<file path="src/rtl/integral_window_ctrl_if.sv">
// rtl/integral_window_ctrl_if.sv - window-memory read and integral-buffer write bus
interface integral_window_ctrl_if;
   // window-memory read port
   logic        pix_rd;
   logic [8:0]  pix_addr;
   logic [31:0] pix_data;
   // integral-buffer write port, shared with host Avalon writes
   logic        wr_en;
   logic [8:0]  wr_addr;
   logic [31:0] wr_data;
   logic        avl_wr_busy;

   // master: the sequencer; slave: memory / buffer side
   modport master (
      output pix_rd, pix_addr, wr_en, wr_addr, wr_data,
      input  pix_data, avl_wr_busy
   );
   modport slave (
      input  pix_rd, pix_addr, wr_en, wr_addr, wr_data,
      output pix_data, avl_wr_busy
   );
endinterface

</file>
<file path="src/rtl/integral_window_ctrl.sv">
// rtl/integral_window_ctrl.sv - builds the WINxWIN integral image into the integral buffer
module integral_window_ctrl #(
   parameter int WIN   = 20,
   parameter int PIX_W = 8,
   parameter int BASE  = 0
) (
   input  logic                          CLK,
   input  logic                          RESET,
   input  logic                          start,
   output logic                          busy,
   output logic                          done,
   integral_window_ctrl_if.master        bus
);

   localparam int              NPIX     = WIN * WIN;
   localparam int              XW       = (WIN > 1) ? $clog2(WIN) : 1;
   localparam logic [8:0]      LAST_IDX = 9'(NPIX - 1);
   localparam logic [XW-1:0]   LAST_X   = XW'(WIN - 1);
   localparam logic [8:0]      BASE_A   = 9'(BASE);

   typedef enum logic [2:0] {
      IDLE,
      READ,
      CALC,
      WRITE,
      DONE
   } state_t;

   state_t        state;
   state_t        state_n;

   logic          start_q;
   logic [8:0]    idx;
   logic [XW-1:0] x;
   logic [XW-1:0] y;
   logic [31:0]   rowsum;
   logic [31:0]   ii;
   logic [31:0]   line_buf [WIN];

   logic [31:0]   pix_val;
   logic [31:0]   rowsum_n;
   logic [31:0]   ii_n;
   logic          last_pix;
   logic          wr_go;

   // Only the low PIX_W bits of the read data carry the pixel.
   logic          unused_pix_hi;
   assign unused_pix_hi = ^bus.pix_data[31:PIX_W];

   assign pix_val  = {{(32-PIX_W){1'b0}}, bus.pix_data[PIX_W-1:0]};
   // Start of each row restarts the running row sum; row 0 has no row above.
   assign rowsum_n = ((x == '0) ? 32'd0 : rowsum) + pix_val;
   assign ii_n     = rowsum_n + ((y == '0) ? 32'd0 : line_buf[x]);
   assign last_pix = (idx == LAST_IDX);
   // Host writes own the buffer port; our write waits while one is in flight.
   assign wr_go    = (state == WRITE) && !bus.avl_wr_busy;

   // state register
   always_ff @(posedge CLK) begin
      if (RESET) begin
         state <= IDLE;
      end else begin
         state <= state_n;
      end
   end

   // next-state decode and output strobes
   always_comb begin
      state_n      = state;
      bus.pix_rd   = 1'b0;
      bus.pix_addr = 9'd0;
      bus.wr_en    = 1'b0;
      bus.wr_addr  = 9'd0;
      bus.wr_data  = 32'd0;
      busy         = 1'b0;
      done         = 1'b0;
      case (state)
         IDLE: begin
            if (start && !start_q) begin
               state_n = READ;
            end
         end
         READ: begin
            bus.pix_rd   = 1'b1;
            bus.pix_addr = idx;
            busy         = 1'b1;
            state_n      = CALC;
         end
         CALC: begin
            busy    = 1'b1;
            state_n = WRITE;
         end
         WRITE: begin
            busy = 1'b1;
            if (wr_go) begin
               bus.wr_en   = 1'b1;
               bus.wr_addr = BASE_A + idx;
               bus.wr_data = ii;
               state_n     = last_pix ? DONE : READ;
            end
         end
         DONE: begin
            done = 1'b1;
            if (!start) begin
               state_n = IDLE;
            end
         end
         default: begin
            state_n = IDLE;
         end
      endcase
   end

   // pixel walk counters, row sum and integral output register
   always_ff @(posedge CLK) begin
      if (RESET) begin
         // start_q comes out of reset high so a start level already present
         // at reset release is not taken as a rising edge.
         start_q <= 1'b1;
         idx     <= 9'd0;
         x       <= '0;
         y       <= '0;
         rowsum  <= 32'd0;
         ii      <= 32'd0;
      end else begin
         start_q <= start;
         case (state)
            IDLE: begin
               if (start && !start_q) begin
                  idx <= 9'd0;
                  x   <= '0;
                  y   <= '0;
               end
            end
            CALC: begin
               rowsum <= rowsum_n;
               ii     <= ii_n;
            end
            WRITE: begin
               if (wr_go && !last_pix) begin
                  idx <= idx + 9'd1;
                  if (x == LAST_X) begin
                     x <= '0;
                     y <= y + 1'b1;
                  end else begin
                     x <= x + 1'b1;
                  end
               end
            end
            default: begin
            end
         endcase
      end
   end

   // previous-row integral values; row 0 never reads them, so no reset needed
   always_ff @(posedge CLK) begin
      if (state == CALC) begin
         line_buf[x] <= ii_n;
      end
   end

endmodule

</file>
<file path="src/flat_wrapper.sv">
// flat-port wrapper written by rule: the top's interface ports become plain ports
module integral_window_ctrl_flat 
#(
   parameter int WIN   = 20,
   parameter int PIX_W = 8,
   parameter int BASE  = 0
)
  (CLK, RESET, start, busy, done, bus_pix_rd, bus_pix_addr, bus_wr_en, bus_wr_addr, bus_wr_data, bus_pix_data, bus_avl_wr_busy);
  integral_window_ctrl_if bus_i ();
  input  logic CLK;
  input  logic RESET;
  input  logic start;
  output logic busy;
  output logic done;
  output wire logic [$bits(bus_i.pix_rd)-1:0] bus_pix_rd;
  output wire logic [$bits(bus_i.pix_addr)-1:0] bus_pix_addr;
  output wire logic [$bits(bus_i.wr_en)-1:0] bus_wr_en;
  output wire logic [$bits(bus_i.wr_addr)-1:0] bus_wr_addr;
  output wire logic [$bits(bus_i.wr_data)-1:0] bus_wr_data;
  input wire logic [$bits(bus_i.pix_data)-1:0] bus_pix_data;
  input wire logic [$bits(bus_i.avl_wr_busy)-1:0] bus_avl_wr_busy;
  assign bus_pix_rd = bus_i.pix_rd;
  assign bus_pix_addr = bus_i.pix_addr;
  assign bus_wr_en = bus_i.wr_en;
  assign bus_wr_addr = bus_i.wr_addr;
  assign bus_wr_data = bus_i.wr_data;
  assign bus_i.pix_data = bus_pix_data;
  assign bus_i.avl_wr_busy = bus_avl_wr_busy;
  integral_window_ctrl #(.WIN(WIN), .PIX_W(PIX_W), .BASE(BASE)) u_core (.CLK(CLK), .RESET(RESET), .start(start), .busy(busy), .done(done), .bus(bus_i));
endmodule
</file>
<file path="config.mk">
export PLATFORM = sky130hd
export DESIGN_NAME = integral_window_ctrl_flat
export DESIGN_NICKNAME = d
export VERILOG_FILES = /design/src/rtl/integral_window_ctrl_if.sv /design/src/rtl/integral_window_ctrl.sv /design/src/flat_wrapper.sv
export SDC_FILE = /design/constraint.sdc
export NUM_CORES = 1
export LEC_CHECK = 0
export CORE_MARGIN = 2
export CORE_UTILIZATION = 60
export DETAILED_ROUTE_END_ITERATION = 8
export DONT_BUFFER_PORTS = 1
export PLACE_DENSITY = 0.78
export SYNTH_ARGS = -nofsm -noshare
export SYNTH_HDL_FRONTEND = slang
export SYNTH_SLANG_ARGS = --single-unit
</file>
<file path="constraint.sdc">
create_clock -name CLK -period 14.75 [get_ports CLK]
set_input_delay 0 -clock CLK [delete_from_list [all_inputs] [get_ports CLK]]
set_output_delay 0 -clock CLK [all_outputs]
set_load 0.01 [all_outputs]
</file>
==> impl_metrics.csv <==
group,metric,value,unit
route,routed_wire_length_per_instance,28.3,um
timing,worst_slack,7.46,ns
synthesis,netlist.top_cell.by_area,"sky130_fd_sc_hd__edfxtp_1",
pwr,p_per_area,137,nW/um^2
route,count_of_vias_placed_by_the_detailed_router,17400,
route,wirelength_met1,29000,um
placed_design,dp_worst_setup_slack,7.56,ns
synthesis,ys_seq_elements,732,
die,die-width,231,um
pwr,vdd.ir_drop.worst,90.5,uV
worst_setup_path,r2r_path_end,"u_core.line_buf[4][30]",
worst_setup_path,worst-r2r-cell-count,16,
clock_tree,cts.sinks,732,
placed_design,dpl.hpwl,41500,um
hold_path,worst_min_path_class,"input port to flop",
synthesis,synth_flop_type,"sky130_fd_sc_hd__edfxtp_1",
die,fp.dieArea,53200,sq um
clock_tree,clock_tree.root_cell,"sky130_fd_sc_hd__clkbuf_16",
route,route.top_layer_used,"met4",
synthesis,most_common_cell_in_the_netlist,"sky130_fd_sc_hd__edfxtp_1",
clock_tree,insertion_delay,0.61,ns
clock_tree,total_clock_buffers_created_by_cts,72,
clock_tree,tritoncts,"built",
worst_setup_path,worst_ep_arrival_time,7.52,ns
die,core,51100,sq um
finish,nets_finish,1960,
timing,clock.fmax,0.137,GHz
placed_design,quantity_of_i_o_buffers_inserted_on_ports,0,
timing,setup_viol_count_final,0,
worst_setup_path,path_max_fanout,37,
synthesis,post_synth_inst_count,1830,
grt,grt_max_degree,74,
grt,number_of_antenna_violations_at_the_first_check_in_global_routing,0,
timing,rsz0062_at_grt,"no",
synthesis,number_of_distinct_library_cells_after_synthesis,60,
timing,hold_viol_final,0,
route,detailedRoute.firstIterationViolations,2080,
route,met3RoutedLength,6620,um
synthesis,synth-warning-count,0,
grt,wire_length_of_the_first_global_routing_pass,109000,um
synthesis,synth_top_cell_area_share,0.624,
die,floorplan.initialDensity,0.603,
timing,finalCriticalPeriod,7.29,ns
status,run_status,"complete, no violations",
finish,number_of_diodes_added_for_antenna_fixing,0,
route,drt_first_pass_iters,5,
clock_tree,htree_num_levels,3,
hold_path,min_path_cells,6,
placed_design,gpl.final_weighted_congestion,0.923,
hold_path,worstHoldStart,"bus_avl_wr_busy",
die,floorplan.die.height,231,um
timing,report.final.slew_viol_count,0,
worst_setup_path,crit_required,14.98,ns
hold_path,holdPathEnd,"u_core.idx[0]",
finish,flow.area_growth_from_synthesis,11.0,%
synthesis,postSynthNetCount,1914,
die,placement_rows,83,
run,max_cap_violations,0,
route,drt-vias-per-instance,6.66,
timing,maxSlewHeadroom,0.0615,
worst_setup_path,startpoint_type,"flop",
die,ios,90,
synthesis,synth_area,30800,sq um
synthesis,post_synth_most_frequent_cells,"sky130_fd_sc_hd__edfxtp_1 (640), sky130_fd_sc_hd__mux4_2 (192), sky130_fd_sc_hd__nor2_1 (128)",
synthesis,synth-edff-count,640,
clock_tree,clk_pin_slew_worst_paths,0.06,ns
grt,groute.usage.overall,0.283,
timing,timing.final.crit_share,0.494,
timing,actual_slew_at_the_worst_max_slew_pin,1.40,ns
worst_setup_path,r2r_setup_slack,7.46,ns
timing,setup_tns,0,ns
timing,final.setup_skew,0.0283,ns
grt,grt-ovfl-total,0,
finish,post_route_cells_drive_above_1_share,0.209,
route,drt_drc_violations_left,0,
synthesis,synthesis.area_per_instance,16.8,sq um
route,wl_met2,35700,um
clock_tree,max-clock-path-buffers,3,
synthesis,fraction_of_the_yosys_area_taken_by_sequential_cells,0.683,
route,drt-total-wl,73800,um
synthesis,netlist_top_cells_area,"sky130_fd_sc_hd__edfxtp_1 (62%), sky130_fd_sc_hd__mux4_2 (14%), sky130_fd_sc_hd__dfxtp_1 (6.0%), sky130_fd_sc_hd__ha_1 (1.9%), sky130_fd_sc_hd__nor2_1 (1.6%)",
worst_setup_path,critical_path_class,"flop to flop",
synthesis,synth_async_sr_flop_share,0,
grt,grt_pass1_vias,17000,
route,antenna_left,0,
worst_setup_path,critical_path.endpoint_type,"flop",
pwr,cellLeakagePower,11.4,nW
[critical path: stages, from the launching register on]
cell and delay (ns):
sky130_fd_sc_hd__dfxtp_4 0.80, sky130_fd_sc_hd__buf_4 0.71, sky130_fd_sc_hd__mux4_2 0.61, sky130_fd_sc_hd__mux4_2 0.47, sky130_fd_sc_hd__mux2i_1 0.19, sky130_fd_sc_hd__nor2_1 0.08
sky130_fd_sc_hd__ha_1 0.26, sky130_fd_sc_hd__fa_1 0.47, sky130_fd_sc_hd__a21o_1 0.18, sky130_fd_sc_hd__a21oi_1 0.29, sky130_fd_sc_hd__o21ai_1 0.16, sky130_fd_sc_hd__a31oi_1 0.50
sky130_fd_sc_hd__a2111oi_0 0.23, sky130_fd_sc_hd__a31o_2 0.33, sky130_fd_sc_hd__a21oi_1 0.37, sky130_fd_sc_hd__o21ai_0 0.20, sky130_fd_sc_hd__xor2_1 0.97
[cell families (layout without fill, tap and decap cells)]
family | Yosys count | in the layout | synth area share
DFF | 732 | 732 | 0.683
and+or+nand+nor | 434 | 434 | 0.0683
muxes | 226 | 226 | 0.151
AOI/OAI and AO/OA | 199 | 199 | 0.0411
buffers and inverters | 116 | 213 | 0.0145
xor gates and xnor gates | 75 | 75 | 0.0213
adders and majority gates | 48 | 48 | 0.0200
[worst max path at each step]
stage | from | endpoint | slack (ns) | depth (start not counted)
global route | u_core.x[1] | u_core.line_buf[12][30] | 6.85 | 24
finish | flop | u_core.line_buf[4][30] | 7.46 | 16
floorplan | u_core.x[0] | u_core.line_buf[0][29] | 9.00 | 25
global placement | flop | u_core.line_buf[4][30] | 7.74 | 15
CTS | flop | u_core.line_buf[14][30] | 7.52 | 16
detailed placement | flop | u_core.line_buf[4][30] | 7.56 | 15
[layout by cell type, fill, tap and decap left out, drive strengths merged, types with 4 or more instances in the layout]
cell type      n
or3            5
nor4b          4
o21ai         35
nand3         14
buf           61
and2          63
nor3b          5
o21a           6
mux4         192
nand4         17
ha            46
a22oi          9
dfxtp         92
edfxtp       640
nor2b         13
nand2        115
clkinv        21
a21o          23
nor4           4
a21oi         79
nor3          22
mux2i         34
a211oi         7
and3          29
inv           17
xor2          35
a31oi         12
dlygate4sd3   13
nor2         128
or2            5
nand2b         4
xnor2         40
bufinv         5
clkbuf        93
[per-stage QoR]
stage	hold WS (ns)	cells	power (mW)	util	area (sq um)
final	0.0684	2607	4.70	0.670	34200
after global routing	0.104	2607	4.85	0.670	34200
after CTS	0.0496	2607	4.73	0.670	34200
after detailed placement	0.0803	2468	2.95	0.622	31800
after global placement	0.0797	2468	2.94	0.622	31800
after floorplan	0.107	1830	2.81	-	30800
[metal layers]
metal  global-route usage  up-vias
met1                0.400     8924
met3               0.0448      143
met2                0.453     1015
met5                    0        -
li1                     -     7273
met4                0.107        0
[where the power goes]
group          total (mW)  internal, mW  switching [mW]
logic               0.602         0.295           0.307
clock network        1.78          1.02           0.758
registers            2.32          2.27          0.0441
total                4.70          3.59            1.11
[layout make-up]
type | instances | area [sq um]
repair buffers | 74 | 608
clock inverters | 32 | 304
inverters | 14 | 52.6
well taps | 680 | 851
clock buffers | 93 | 1950
flip-flops and latches | 732 | 21100
multi-input cells | 982 | 9380
fillers | 3228 | 16900
[state kept, by name, indices dropped and copies added (netlist names), named ones only]
signal	count
u_core.ii	32
u_core.line_buf	640
u_core.rowsum	32
u_core.y	5
u_core.start_q	1
u_core.idx	9
u_core.state	3
u_core.x	5
[timing repair]
item / CTS / global route
buffers inserted: 0 / 0
endpoints found under the hold margin: 82 / 0
resized for setup: 0 / 0
hold buffers: 14 / 0
Note: power is estimated with default switching activity, not from simulation.
